## config.mk

```make
export PLATFORM = sky130hd
export DESIGN_NAME = alu_cmd_sequencer
export DESIGN_NICKNAME = d
export VERILOG_FILES = /design/src/rtl/alu_seq_pkg.sv /design/src/rtl/alu_cmd_fifo.sv /design/src/rtl/alu_cmd_sequencer.sv
export SDC_FILE = /design/constraint.sdc
export NUM_CORES = 1
export LEC_CHECK = 0
export BUFFER_PORTS_ARGS = -buffer_cell sky130_fd_sc_hd__buf_4
export CORE_MARGIN = 1
export CORE_UTILIZATION = 40
export CTS_CLUSTER_SIZE = 40
export DETAILED_ROUTE_END_ITERATION = 7
export SLEW_MARGIN = 20
export SYNTH_ARGS = -nofsm -noshare
export SYNTH_HDL_FRONTEND = slang
export SYNTH_SLANG_ARGS = --single-unit
```

## constraint.sdc

```tcl
create_clock -name clk -period 4.7 [get_ports clk]
set_input_delay 0.47 -clock clk [delete_from_list [all_inputs] [get_ports clk]]
set_output_delay 0.47 -clock clk [all_outputs]
set_load 0.1 [all_outputs]
```

## src/rtl/alu_seq_pkg.sv

```systemverilog
// Shared types for the ALU command sequencer:
// opcodes, FSM states and the queued command word.
package alu_seq_pkg;

  localparam logic [2:0] OP_ADD = 3'b000;
  localparam logic [2:0] OP_SUB = 3'b001;
  localparam logic [2:0] OP_MUL = 3'b010;
  localparam logic [2:0] OP_AND = 3'b011;
  localparam logic [2:0] OP_OR  = 3'b100;
  localparam logic [2:0] OP_XOR = 3'b101;
  localparam logic [2:0] OP_NOT = 3'b110;
  localparam logic [2:0] OP_RSV = 3'b111;

  typedef enum logic [1:0] {
    ST_IDLE,
    ST_EXEC,
    ST_RESP
  } state_e;

  typedef struct packed {
    logic [2:0] sel;
    logic [7:0] a;
    logic [7:0] b;
    logic       cin;
    logic       use_acc;
  } cmd_t;

endpackage

```

## src/rtl/alu_cmd_fifo.sv

```systemverilog
// Command FIFO: push/pop, occupancy count, full/empty.
// Ports: push_i/push_data_i, pop_i/pop_data_o (head), count_o, full_o, empty_o.
module alu_cmd_fifo #(
  parameter int DEPTH = 4,
  parameter int WIDTH = 21,
  localparam int AW = $clog2(DEPTH),
  localparam int CW = $clog2(DEPTH + 1)
) (
  input  logic             clk,
  input  logic             rst_n,
  input  logic             push_i,
  input  logic [WIDTH-1:0] push_data_i,
  input  logic             pop_i,
  output logic [WIDTH-1:0] pop_data_o,
  output logic [CW-1:0]    count_o,
  output logic             full_o,
  output logic             empty_o
);

  logic [WIDTH-1:0] mem_q [DEPTH];
  logic [AW-1:0]    wr_ptr_q, wr_ptr_d;
  logic [AW-1:0]    rd_ptr_q, rd_ptr_d;
  logic [CW-1:0]    count_q, count_d;
  logic             do_push, do_pop;

  assign full_o     = (count_q == CW'(DEPTH));
  assign empty_o    = (count_q == '0);
  assign count_o    = count_q;
  assign pop_data_o = mem_q[rd_ptr_q];

  // Full blocks push even if a pop happens this cycle.
  assign do_push = push_i & ~full_o;
  assign do_pop  = pop_i & ~empty_o;

  // Pointers are AW bits wide, so they wrap modulo DEPTH.
  always_comb begin
    wr_ptr_d = wr_ptr_q;
    rd_ptr_d = rd_ptr_q;
    count_d  = count_q;
    if (do_push) wr_ptr_d = wr_ptr_q + 1'b1;
    if (do_pop)  rd_ptr_d = rd_ptr_q + 1'b1;
    unique case ({do_push, do_pop})
      2'b10:   count_d = count_q + 1'b1;
      2'b01:   count_d = count_q - 1'b1;
      default: count_d = count_q;
    endcase
  end

  always_ff @(posedge clk or negedge rst_n) begin
    if (!rst_n) begin
      wr_ptr_q <= '0;
      rd_ptr_q <= '0;
      count_q  <= '0;
      for (int i = 0; i < DEPTH; i++) mem_q[i] <= '0;
    end else begin
      wr_ptr_q <= wr_ptr_d;
      rd_ptr_q <= rd_ptr_d;
      count_q  <= count_d;
      if (do_push) mem_q[wr_ptr_q] <= push_data_i;
    end
  end

endmodule

```

## src/rtl/alu_cmd_sequencer.sv

```systemverilog
// Queues ALU commands, issues them on registered ALU ports, and returns
// captured result/carry/zero/opcode over a valid/ready response channel.
module alu_cmd_sequencer
  import alu_seq_pkg::*;
#(
  parameter int DEPTH = 4
) (
  input  logic                       clk,
  input  logic                       rst_n,
  input  logic                       cmd_valid,
  output logic                       cmd_ready,
  input  logic [2:0]                 cmd_sel,
  input  logic [7:0]                 cmd_a,
  input  logic [7:0]                 cmd_b,
  input  logic                       cmd_cin,
  input  logic                       cmd_use_acc,
  input  logic                       clear_acc,
  output logic [2:0]                 alu_sel,
  output logic [7:0]                 alu_a,
  output logic [7:0]                 alu_b,
  output logic                       alu_cin,
  input  logic [15:0]                alu_result,
  input  logic                       alu_carry,
  output logic                       rsp_valid,
  input  logic                       rsp_ready,
  output logic [15:0]                rsp_result,
  output logic                       rsp_carry,
  output logic                       rsp_zero,
  output logic [2:0]                 rsp_sel,
  output logic [$clog2(DEPTH+1)-1:0] fifo_count,
  output logic [7:0]                 acc
);

  cmd_t   push_cmd, head;
  logic   full, empty, fifo_pop, load;
  state_e state_q, state_d;

  logic [2:0]  alu_sel_q, alu_sel_d;
  logic [7:0]  alu_a_q, alu_a_d;
  logic [7:0]  alu_b_q, alu_b_d;
  logic        alu_cin_q, alu_cin_d;
  logic        rsp_valid_q, rsp_valid_d;
  logic [15:0] rsp_result_q, rsp_result_d;
  logic        rsp_carry_q, rsp_carry_d;
  logic        rsp_zero_q, rsp_zero_d;
  logic [2:0]  rsp_sel_q, rsp_sel_d;
  logic [7:0]  acc_q, acc_d;

  assign push_cmd = '{sel: cmd_sel, a: cmd_a, b: cmd_b,
                      cin: cmd_cin, use_acc: cmd_use_acc};

  alu_cmd_fifo #(
    .DEPTH (DEPTH),
    .WIDTH ($bits(cmd_t))
  ) u_fifo (
    .clk         (clk),
    .rst_n       (rst_n),
    .push_i      (cmd_valid),
    .push_data_i (push_cmd),
    .pop_i       (fifo_pop),
    .pop_data_o  (head),
    .count_o     (fifo_count),
    .full_o      (full),
    .empty_o     (empty)
  );

  assign cmd_ready  = ~full;
  assign alu_sel    = alu_sel_q;
  assign alu_a      = alu_a_q;
  assign alu_b      = alu_b_q;
  assign alu_cin    = alu_cin_q;
  assign rsp_valid  = rsp_valid_q;
  assign rsp_result = rsp_result_q;
  assign rsp_carry  = rsp_carry_q;
  assign rsp_zero   = rsp_zero_q;
  assign rsp_sel    = rsp_sel_q;
  assign acc        = acc_q;

  always_comb begin
    state_d      = state_q;
    load         = 1'b0;
    alu_sel_d    = alu_sel_q;
    alu_a_d      = alu_a_q;
    alu_b_d      = alu_b_q;
    alu_cin_d    = alu_cin_q;
    rsp_valid_d  = rsp_valid_q;
    rsp_result_d = rsp_result_q;
    rsp_carry_d  = rsp_carry_q;
    rsp_zero_d   = rsp_zero_q;
    rsp_sel_d    = rsp_sel_q;
    acc_d        = acc_q;
    unique case (state_q)
      ST_IDLE: begin
        if (!empty) begin
          load    = 1'b1;
          state_d = ST_EXEC;
        end
      end
      ST_EXEC: begin
        rsp_valid_d  = 1'b1;
        rsp_result_d = alu_result;
        rsp_carry_d  = alu_carry;
        rsp_zero_d   = (alu_result == 16'h0000);
        rsp_sel_d    = alu_sel_q;
        acc_d        = alu_result[7:0];
        state_d      = ST_RESP;
      end
      ST_RESP: begin
        if (rsp_ready) begin
          rsp_valid_d = 1'b0;
          if (!empty) begin
            load    = 1'b1;
            state_d = ST_EXEC;
          end else begin
            state_d = ST_IDLE;
          end
        end
      end
      default: state_d = ST_IDLE;
    endcase
    // acc here is already the previous command's capture.
    if (load) begin
      alu_sel_d = head.sel;
      alu_a_d   = head.use_acc ? acc_q : head.a;
      alu_b_d   = head.b;
      alu_cin_d = head.cin;
    end
    if (clear_acc) acc_d = 8'h00;
  end

  assign fifo_pop = load;

  always_ff @(posedge clk or negedge rst_n) begin
    if (!rst_n) begin
      state_q      <= ST_IDLE;
      alu_sel_q    <= '0;
      alu_a_q      <= '0;
      alu_b_q      <= '0;
      alu_cin_q    <= 1'b0;
      rsp_valid_q  <= 1'b0;
      rsp_result_q <= '0;
      rsp_carry_q  <= 1'b0;
      rsp_zero_q   <= 1'b0;
      rsp_sel_q    <= '0;
      acc_q        <= '0;
    end else begin
      state_q      <= state_d;
      alu_sel_q    <= alu_sel_d;
      alu_a_q      <= alu_a_d;
      alu_b_q      <= alu_b_d;
      alu_cin_q    <= alu_cin_d;
      rsp_valid_q  <= rsp_valid_d;
      rsp_result_q <= rsp_result_d;
      rsp_carry_q  <= rsp_carry_d;
      rsp_zero_q   <= rsp_zero_d;
      rsp_sel_q    <= rsp_sel_d;
      acc_q        <= acc_d;
    end
  end

endmodule

```

==> metrics.md, run 1 <==
| Metric | Value |
|---|---|
| Status | `finished clean` |
| Syn_nets | `470` |
| DRC | `0` |
| Post-layout minimum cycle time | `2.42 ns` |
| First-pass GRT wire length | `20200 µm` |
| Crit path launch type | `flip-flop` |
| Clock latency at the later pin of the worst-skew pair | `0.41 ns` |
| PostCTS Resize Cnt | `0` |
| Worst hold path class | `input pin to asynchronous set/reset pin` |
| Initial drt markers | `156` |
| Post-Synthesis Cell Area | `6170 µm²` |
| DR vias/cell | `5.05` |
| H-tree levels | `4` |
| Max Used Layer | `met4` |
| Hold_buf cts | `0` |
| Drt wl/cell | `17.2 µm` |
| Num CTS Buffers | `17` |
| Worst path max stage delay | `0.78 ns` |
| Critical path arrival | `2.72 ns` |
| Final hold viol count | `0` |
| Routed wl met3 | `358 µm` |
| Max cap viols | `0` |
| Clk Tree Root Cell | `clkbuf_16` |
| Clk slew on worst S/H paths | `0.05 ns` |
| WL final | `12500 µm` |
| R2R depth | `4` |
| Nets | `571` |
| Worst Clk Skew | `0.00835 ns` |
| Fin cells | `722` |
| Antenna viol nets, final | `0` |
| Layout fillers | `1283` |
| Worst setup path class | `flip-flop to flip-flop` |
| Max Fclk | `413 MHz` |
| Detailed Routing Iterations Pass 1 | `4` |
| Initial Util | `40.8%` |
| Number of global-route vias before repair | `3733` |
| Mux cell area share after synthesis | `30.0%` |
| Crit-path most repeated cell | `mux2_4` |
| Die footprint | `15900 µm²` |
| Num rows | `45` |
| Largest family of logic cells by synthesized area | `multiplexers` |
| Crit Path Max Fanout | `13` |
| Die Y | `126 µm` |
| Clk sinks | `143` |
| Post-synthesis xor/xnor area fraction | `0.851%` |
| Worst-path cell chain | `buf_4, mux4_1, mux2_4, mux2_4` |
| Area delta synth->final | `24.2%` |
| Post-Synth Adder-Cell Area | `1.34%` |
| Final Cycle Share | `51.6%` |
| I/O Pins | `97` |
| Share of cells above drive strength 1 | `48.5%` |
| Dpl hpwl | `8440 µm` |
| Metal2 WL | `5930 µm` |
| Total setup buffers inserted after CTS | `0` |
| YS warnings | `0` |
| Avg Cell Area, Syn | `14.7 µm²` |
| Port-buffer cells | `96` |
| Placer Congestion | `0.762` |
| Compound-gate portion of the synthesized area | `0.973%` |
| Actual slew at the worst max-slew pin | `0.953 ns` |
| Slowest-stage cell, CP | `dfrtp_1` |
| Post-route setup TNS | `0 ns` |
| Sequential element share of the synthesized area | `58.0%` |
| Top delay family on crit path | `multiplexers` |
| ANT cells | `0` |
| Distinct cells, synth | `28` |
| Worst slew margin | `36.4%` |
| Crit path required time | `4.99 ns` |
| Via count | `3646` |
| Synth Register Bits | `143` |
| Core area | `15100 µm²` |
| Synth Area in Simple Gates | `6.14%` |
| TritonCTS clock tree | `done` |
| Stages on worst setup path | `4` |
| Commonest non-fill, non-tap cell in the layout | `dfrtp_1` |
| Hold WS | `0.191 ns` |
| Crit end category | `flip-flop` |
| Wl on met1 | `6050 µm` |
| GRT Residual Overflow | `0` |
| Cell count after synthesis | `421` |
| Largest net degree at the start of global routing | `107` |
| Die width | `126 µm` |
| Antenna violations before repair | `0` |
| Post-Place Cells | `691` |
| Util after Layout | `50.6%` |
| Max-slew violations | `0` |
| Leading cell types in the layout, fill and taps excluded | `dfrtp_1, buf_4, mux2_2, nand2_1, clkbuf_16` |
| Critical path buffers and inverters | `1` |
| Max clock buf depth | `2` |
| RSZ-0062 raised after global routing | `false` |
| GRT Util Overall | `16.7%` |
| Final setup viols | `0` |
-- sequential cells by signal (all words and copies together) (netlist names), 2 cells and up --
name             cells
acc                  8
rsp_result          16
u_fifo.mem_q        84
alu_b                8
alu_a                8
u_fifo.wr_ptr_q      2
u_fifo.rd_ptr_q      2
rsp_sel              3
alu_sel              3
u_fifo.count_o       3
state_q              2
-- metrics by stage --
step                setup slack [ns]  cell area [µm²]
floorplan                       1.28             6170
global placement                2.25             7060
detailed placement              2.22             7060
CTS                             2.22             7660
global route                    2.13             7660
finish                          2.28             7660
-- cell type report --
class | count | area [µm²] | share of cell area, %
Sequential cell | 143 | 3580 | 46.7
Clock buffer | 25 | 495 | 6.47
Multi-Input combinational cell | 249 | 2430 | 31.8
Clock inverter | 6 | 105 | 1.37
Tap cell | 188 | 235 | 3.07
Inverter | 6 | 22.5 | 0.294
Timing Repair Buffer | 105 | 792 | 10.3
-- cell usage after synthesis --
| library cell | instances | area share, % |
|---|---|---|
| dfrtp_1 | 143 | 58 |
| mux2_2 | 97 | 18 |
| nand2_1 | 71 | 4.3 |
| mux2_4 | 16 | 3.9 |
| mux4_2 | 11 | 4.0 |
| a21oi_1 | 10 | 0.81 |
| mux4_1 | 10 | 4.3 |
| buf_4 | 8 | 0.97 |
| clkbuf_1 | 6 | 0.36 |
| inv_1 | 6 | 0.36 |
| ha_1 | 5 | 1.0 |
| buf_2 | 4 | 0.32 |
| nand3_1 | 4 | 0.32 |
| nor4_1 | 4 | 0.41 |
| xor2_1 | 4 | 0.57 |
| buf_6 | 3 | 0.55 |
| nor3_1 | 3 | 0.24 |
| buf_1 | 2 | 0.12 |
| nand2b_1 | 2 | 0.20 |
| nor2b_1 | 2 | 0.20 |
| o21ai_0 | 2 | 0.16 |
| xnor2_1 | 2 | 0.28 |
| fa_1 | 1 | 0.32 |
| mux2i_1 | 1 | 0.16 |
| nand4_1 | 1 | 0.10 |
| nor2_1 | 1 | 0.061 |
| nor4b_1 | 1 | 0.14 |
| or3b_2 | 1 | 0.14 |
-- layer usage --
metal  track usage, %  vias to the layer above
met4             5.32                        0
met1             22.9                     1881
met2             26.2                       60
li1                 -                     1696
met3             4.08                        9
met5                0                        -
-- path summary, 6_finish.rpt --
path | startpoint | to | slack, ns
worst max-delay path | u_fifo.rd_ptr_q[0]$_DFFE_PN0P_ | alu_a[2]$_DFFE_PN0N_ | 2.28
worst min-delay path | rst_n | rsp_result[8]$_DFFE_PN0P_ | 0.19
worst max register to register | u_fifo.rd_ptr_q[0]$_DFFE_PN0P_ | alu_a[2]$_DFFE_PN0N_ | 2.28
worst min register to register | rsp_result[8]$_DFFE_PN0P_ | rsp_result[8]$_DFFE_PN0P_ | 0.47
max in group asynchronous | rst_n | alu_cin$_DFFE_PN0N_ | 3.47
min in group clk | alu_carry | rsp_carry$_DFFE_PN0P_ | 0.26
-- cell families (layout without fill, tap and decap cells) --
family / count (synthesis) / count (layout)
DFF: 143 / 143
muxes: 135 / 135
and+or+nand+nor: 90 / 90
buffers and inverters: 29 / 142
AOI/OAI and AO/OA: 12 / 12
adders and majority gates: 6 / 6
xor gates and xnor gates: 6 / 6
Power of run 1 is left out: the tool's default activity adds up to more than one toggle a clock period on the data nets, which glitch-free logic cannot reach.
==> inputs of run 2 (changes only) <==
- ABC_AREA: default -> 1
- clock period: 4.7 -> 2.11 ns (I/O delays scaled with it)
==> metrics.md, run 2 <==
| Metric | Value |
|---|---|
| Status | `finished clean` |
| Max Fclk | `520 MHz` |
| Hold WS | `0.0173 ns` |
| Final setup viols | `0` |
| Initial Util | `41.1%` |
| Commonest non-fill, non-tap cell in the layout | `nand2_1` |
| Worst Clk Skew | `0.00718 ns` |
| Largest net degree at the start of global routing | `58` |
| GRT Residual Overflow | `0` |
| Post-Place Cells | `1068` |
| Critical path arrival | `2.28 ns` |
| Synth Register Bits | `143` |
| Fin cells | `1105` |
| TritonCTS clock tree | `done` |
| DR vias/cell | `4.78` |
| Top cells by count, synth | `nand2_1, dfrtp_1, o21ai_1` |
| Worst slack at placement | `0.192 ns` |
| Placement Cell Area | `7390 µm²` |
| Top-count cell post-synth | `nand2_1` |
| DRC | `0` |
| ANT cells | `0` |
| First-pass GRT wire length | `25600 µm` |
| Via count | `5282` |
| Crit Path Max Fanout | `21` |
| Worst setup path class | `flip-flop to flip-flop` |
| Final Cycle Share | `91.1%` |
| Post-synth top area share | `54.6%` |
| Max-slew violations | `0` |
| Initial drt markers | `329` |
| Die footprint | `16900 µm²` |
| Placer Congestion | `0.733` |
| Max cap viols | `0` |
| GRT Util Overall | `20.0%` |
| Hold Path Cell Cnt | `3` |
| Die width | `130 µm` |
| Avg Cell Area, Syn | `8.33 µm²` |
| Leading cell types in the layout, fill and taps excluded | `nand2_1, dfrtp_1, buf_4, o21ai_1, inv_1` |
| Nets | `925` |
| Post-Synthesis Cell Area | `6550 µm²` |
| Clock latency at the later pin of the worst-skew pair | `0.42 ns` |
| Antenna viol nets, final | `0` |
| Total setup buffers inserted after CTS | `0` |
| Max clock buf depth | `2` |
| H-tree levels | `4` |
| Cell taking the most area after synthesis | `dfrtp_1` |
| Cell area after layout | `8040 µm²` |
| Primary FF master, synth | `dfrtp_1` |
| Post-layout minimum cycle time | `1.92 ns` |
| Num rows | `46` |
| Fin worst setup slack | `0.187 ns` |
| Die Y | `130 µm` |
| Clk slew on worst S/H paths | `0.06 ns` |
| Num CTS Buffers | `17` |
| Crit end category | `flip-flop` |
| Max reg flops | `84` |
| Number of global-route vias before repair | `4945` |
| R2R depth | `5` |
| EDFF count, synth | `0` |
| Clk sinks | `143` |
| Worst hold path class | `input pin to flip-flop` |
| Actual slew at the worst max-slew pin | `1.09 ns` |
| Dpl hpwl | `10200 µm` |
| Crit path launch type | `flip-flop` |
| Port-buffer cells | `96` |
| Top reg by flops | `u_fifo.mem_q` |
| Drt wl/cell | `14.4 µm` |
| Sequential element share of the synthesized area | `54.6%` |
| Worst slew margin | `27.5%` |
| Clk Tree Root Cell | `clkbuf_16` |
| Distinct cells, synth | `28` |
| Area delta synth->final | `22.7%` |
| Detailed Routing Iterations Pass 1 | `4` |
| Core area | `15900 µm²` |
| Cell count after synthesis | `786` |
| I/O Pins | `97` |
| Final hold viol count | `0` |
| Antenna violations before repair | `0` |
| Share of cells above drive strength 1 | `18.8%` |
| RSZ-0062 raised after global routing | `false` |
| Syn_nets | `835` |
| YS warnings | `0` |
| WL final | `16000 µm` |
| Synth async-reset ratio | `100%` |
| Crit path required time | `2.47 ns` |
| Area contributors post-synth | `dfrtp_1, nand2_1, o21ai_1` |
[run 2: path summary, 6_finish.rpt]
check | slack [ns] | to | startpoint
max in group asynchronous | 1.11 | u_fifo.mem_q[1]$_DFFE_PN0P_ | rst_n
worst min register to register | 0.47 | state_q[1]$_DFFE_PN0P_ | state_q[0]$_DFFE_PN0P_
worst max register to register | 0.19 | u_fifo.mem_q[70]$_DFFE_PN0P_ | u_fifo.count_o[2]$_DFFE_PN0P_
worst min-delay path | 0.02 | u_fifo.mem_q[11]$_DFFE_PN0P_ | cmd_a[1]
worst max-delay path | 0.19 | u_fifo.mem_q[70]$_DFFE_PN0P_ | u_fifo.count_o[2]$_DFFE_PN0P_
min in group asynchronous | 0.31 | alu_b[0]$_DFFE_PN0N_ | rst_n
[run 2: timing repair]
action,4_1_cts,5_1_grt
hold buffers,5,0
gates resized for setup,0,1
hold endpoints to repair,60,0
setup endpoints to repair,0,6
[run 2: layout make-up]
cell class | count | area [µm²]
sequential | 143 | 3590
inverter | 59 | 230
clock inverter | 11 | 113
timing repair buffer | 116 | 900
clock buffer | 21 | 480
multi-input combinational | 539 | 2450
fill | 1569 | 7910
tap | 216 | 270
[run 2: cells by family (layout without fill, tap and decap cells)]
kind of cell             after synthesis  after routing  synth area share [%]
buffers and inverters                104            207                  8.12
AND/OR/NAND/NOR                      385            385                  23.9
AO/OA/AOI/OAI                        145            145                  11.7
XOR/XNOR                               3              3                 0.401
adder cells (fa/ha/maj)                6              6                  1.26
flip-flops                           143            143                  54.6
[run 2: per-layer routing]
| layer | share of wire, % | track usage, % | wire (µm) | vias to the layer above |
|---|---|---|---|---|
| met4 | 1.4 | 7.39 | 229 | 0 |
| li1 | - | - | - | 2664 |
| met5 | 0 | 0 | 0 | - |
| met3 | 4.3 | 4.35 | 689 | 19 |
| met1 | 50 | 27.8 | 8010 | 2485 |
| met2 | 44 | 30.7 | 7030 | 114 |
[run 2: critical path: stages, from the launching register on]
cell and delay (ns):
dfrtp_4 0.50, nand3_4 0.11, nand2_4 0.16, nor2_2 0.86
nand2_1 0.10, nand2_1 0.11
[run 2: stage by stage]
step,utilization [%],TNS (ns)
6_report,50.4,0
5_1_grt,50.4,0
4_1_cts,50.4,0
3_5_place_dp,46.4,0
3_3_place_gp,46.4,0
2_1_floorplan,-,-0.727
Power of run 2 is left out for the same reason.
